`config.mk`:
```
export PLATFORM = sky130hd
export DESIGN_NAME = reg_bank_arbiter
export DESIGN_NICKNAME = d
export VERILOG_FILES = /design/src/rtl/reg_bank_arbiter.sv
export SDC_FILE = /design/constraint.sdc
export NUM_CORES = 1
export LEC_CHECK = 0
export ABC_AREA = 1
export CAP_MARGIN = 10
export CORE_MARGIN = 2
export CORE_UTILIZATION = 25
export DETAILED_ROUTE_END_ITERATION = 10
export DONT_BUFFER_PORTS = 1
export GPL_TIMING_DRIVEN = 0
export SYNTH_ARGS = -nofsm -noshare
export SYNTH_HDL_FRONTEND = slang
export SYNTH_SLANG_ARGS = --single-unit
```
`constraint.sdc`:
```
create_clock -name clk -period 2.5 [get_ports clk]
set_input_delay 0.375 -clock clk [delete_from_list [all_inputs] [get_ports clk]]
set_output_delay 0.375 -clock clk [all_outputs]
set_load 0.01 [all_outputs]
```
`src/rtl/reg_bank_arbiter.sv`:
```
// Round-robin two-requester arbiter for a bank of W-bit registers.
// Latches the winning request, runs one EXEC cycle, then acks in RESP.
module reg_bank_arbiter #(
    parameter int W  = 8,
    parameter int AW = 2,
    localparam int NREG = 2 ** AW
) (
    input  logic              clk,
    input  logic              res,
    input  logic              reqA,
    input  logic              reqB,
    input  logic              weA,
    input  logic              weB,
    input  logic [AW-1:0]     addrA,
    input  logic [AW-1:0]     addrB,
    input  logic [W-1:0]      wdataA,
    input  logic [W-1:0]      wdataB,
    output logic              ackA,
    output logic              ackB,
    output logic [W-1:0]      rdata,
    output logic              busy,
    output logic [NREG-1:0]   reg_en,
    output logic [W-1:0]      reg_din,
    input  logic [NREG*W-1:0] reg_q
);

    typedef enum logic [1:0] {
        IDLE = 2'd0,
        EXEC = 2'd1,
        RESP = 2'd2
    } state_t;

    state_t          state;
    logic            prio;
    logic            win;
    logic            we_q;
    logic            wr_pend;
    logic [AW-1:0]   addr_q;
    logic [W-1:0]    wdata_q;

    logic            gnt;
    logic            gnt_we;
    logic [AW-1:0]   gnt_addr;
    logic [W-1:0]    gnt_wdata;
    logic [W-1:0]    sel_q;

    // Pick the winner: a lone requester wins, contention goes to prio (0 = A).
    always_comb begin
        gnt = 1'b0;
        if (reqA && reqB)
            gnt = prio;
        else if (reqB)
            gnt = 1'b1;
        gnt_we    = gnt ? weB    : weA;
        gnt_addr  = gnt ? addrB  : addrA;
        gnt_wdata = gnt ? wdataB : wdataA;
    end

    // Select the addressed bank register for a read capture.
    always_comb begin
        sel_q = '0;
        for (int i = 0; i < NREG; i++) begin
            if (addr_q == AW'(i))
                sel_q = reg_q[i*W +: W];
        end
    end

    // Transaction FSM with registered ack, busy and read data.
    always_ff @(posedge clk) begin
        if (res) begin
            state   <= IDLE;
            prio    <= 1'b0;
            win     <= 1'b0;
            we_q    <= 1'b0;
            wr_pend <= 1'b0;
            addr_q  <= '0;
            wdata_q <= '0;
            ackA    <= 1'b0;
            ackB    <= 1'b0;
            rdata   <= '0;
            busy    <= 1'b0;
        end else begin
            ackA    <= 1'b0;
            ackB    <= 1'b0;
            wr_pend <= 1'b0;
            unique case (state)
                IDLE: begin
                    if (reqA || reqB) begin
                        win     <= gnt;
                        we_q    <= gnt_we;
                        wr_pend <= gnt_we;
                        addr_q  <= gnt_addr;
                        wdata_q <= gnt_wdata;
                        busy    <= 1'b1;
                        state   <= EXEC;
                    end
                end
                EXEC: begin
                    if (!we_q)
                        rdata <= sel_q;
                    ackA  <= !win;
                    ackB  <= win;
                    state <= RESP;
                end
                RESP: begin
                    prio  <= !win;
                    busy  <= 1'b0;
                    state <= IDLE;
                end
                default: begin
                    busy  <= 1'b0;
                    state <= IDLE;
                end
            endcase
        end
    end

    // Reset kills an in-flight write combinationally.
    assign reg_en  = (wr_pend && !res) ? (NREG'(1) << addr_q) : '0;
    assign reg_din = wdata_q;

endmodule

```
==> impl_results.md <==
- Status: complete, no violations
- List of most frequent post-synthesis cells: nand2_1, nor2_1, dfxtp_1, inv_1, o21ai_1
- Count of flip-flops with a built-in enable after synthesis: 0
- Setup slack after layout: 0.814 ns
- Asr flop ratio synth: 0%
- Die height: 79.5 µm
- Synth top area share: 37.9%
- CP Capture Type: output port
- Seq. cell area: 541 µm²
- Final setup TNS: 0 ns
- Yosys Warn Count: 0
- Antenna violations before repair: 0
- Mapped Cells: 220
- Routed length per instance: 12.7 µm
- Hold_buf cts: 0
- Relative slew slack: 68.9%
- Slew Limit Fails: 0
- Synthesis-stage register bit count: 27
- H-tree Lvls: 1
- Power density cells: 640 nW/µm²
- Seq/Total Area, Yosys: 37.9%
- Non-filler cells in the finished layout: 296
- Post-CTS setup buffers: 0
- Avg Vias per Cell: 4.50
- Fin. Hold Viols: 0
- CTS Buf Count: 3
- Worst endpoint data arrival time: 1.31 ns
- Pre-CTS setup slack: 1.13 ns
- Worst Clk Skew: 0.00727 ns
- Worst min path class: in2reg
- Sink Count: 27
- Largest area contributor in the netlist: dfxtp_1
- # setup viols final: 0
- Worst Path Required: 2.12 ns
- Nets: 283
- Clock Path Buffers: 2
- Final min period: 1.69 ns
- CTS root buf: clkbuf_8
- Die area: 6330 µm²
- TritonCTS clock tree: yes
- RSZ-0062 raised after global routing: false
- Via count: 1332
- Final Instance Area: 1570 µm²
- Area of the multi-input gates: 736 µm²
- DP Wirelength: 2970 µm
- Crit path kind: reg2out
- Mapped Area: 1430 µm²
- Largest cells by area after synthesis: dfxtp_1, nand2_1, nor2_1
- Core area: 5510 µm²
- Static Leak: 0.000706 µW
- Die Wd: 79.5 µm
- Share of layout cells above drive strength 1: 12.9%
- # IOs: 81
- Clock transition at path regs: 0.10 ns
- Standard-cell rows: 27
- Filler cells: 632
- Total Routed Length: 3750 µm
- First-pass GRT wire length: 6020 µm
- Vias in the first global route: 1304
- Initial Util: 25.9%
- VDD IR max: 219 µV
- Final period util: 67.4%
- Grt ovf: 0
- Residual DRC: 0
- Area Growth Syn to Fin: 9.74%
- MaxCap Viol Count: 0
- Finished Core Util: 28.4%
- Port Buffers: 0
- Routed Antenna Nets: 0
- Worst-skew pair later-pin latency: 0.28 ns
- GRT Total Usage: 12.1%
- Pre-antenna DRT Iters: 4
- Post-CTS Resized: 0
- Most frequent cell after synthesis: nand2_1
- Worst Tran Pin Value: 0.467 ns
- GP Congestion: 0.667
- N_diodes: 0
- Crit-path max FO: 7
- Dpl cells: 292
- Synthesized area per cell: 6.48 µm²
- CP Launch Type: flop
- Initial drt markers: 35
- Max Clock Freq: 0.593 GHz
- Distinct cells, synth: 21
- Largest net degree at the start of global routing: 17
- Synth Flop Type: dfxtp_1
- Dpl cell area: 1520 µm²
- Post-Syn Nets: 278
worst paths after layout:
kind	from	end	slack, ns	cells after the start
max	addr_q[1]	reg_en[2]	0.81	2
min	wdataB[3]	reg_din[3]	0.30	4
max reg2reg	state[1]	addr_q[0]	1.24	7
min reg2reg	win	ackA	0.45	1
cell usage in the layout, fill, tap and decap left out, drive strengths merged:
master / n
clkbuf: 4
buf: 9
dfxtp: 27
inv: 23
or2: 2
nand2: 52
nand3: 18
nand3b: 1
o21ai: 23
a21oi: 11
clkinvlp: 1
nor2: 50
nor3: 3
registers in the layout, indices dropped and copies added, names as in the netlist:
register  flops
rdata         8
reg_din       8
addr_q        2
state         2
ackA          1
ackB          1
busy          1
prio          1
we_q          1
win           1
wr_pend       1
layer usage:
metal  vias up  routed length (µm)  global-route usage [%]  part of all wire (%)
li1        696                   -                       -                     -
met1       571                1690                    13.8                    45
met2        61                1620                    21.1                    43
met3         4                 402                    4.19                    11
met4         0                  38                    3.62                   1.0
met5         -                   0                       0                     0
area by class of cell:
type / instances / area share, %
clock buffer: 3 / 2.64
inverter: 23 / 5.52
multi-input combinational: 160 / 47.0
buffer: 10 / 4.08
sequential: 27 / 34.5
tap: 72 / 5.76
clock inverter: 1 / 0.480
worst max-delay path, stage by stage (launching register included):
cell and delay [ns]:
dfxtp_1 0.55, inv_2 0.13, nor3_1 0.35
cells by family (layout without fill, tap and decap cells):
group	Yosys count	count (layout)	share of synthesized area [%]
AND/OR/NAND/NOR	126	126	38.1
AO/OA/AOI/OAI	34	34	13.5
flip-flops	27	27	37.9
buffers and inverters	33	37	10.5
per-stage QoR:
stage                     power, µW  hold slack (ns)
final                          1000            0.299
after global routing           1070            0.329
after CTS                      1020            0.294
after detailed placement        752            0.427
after global placement          747            0.433
after floorplan                 697            0.406
power breakdown:
| group | internal, µW | switching, µW | leakage [µW] |
|---|---|---|---|
| Clock | 113 | 150 | 0.0000217 |
| Combinational | 81.5 | 140 | 0.000461 |
| Sequential | 471 | 45.6 | 0.000222 |
No activity file was read; power rests on OpenSTA's default activity.
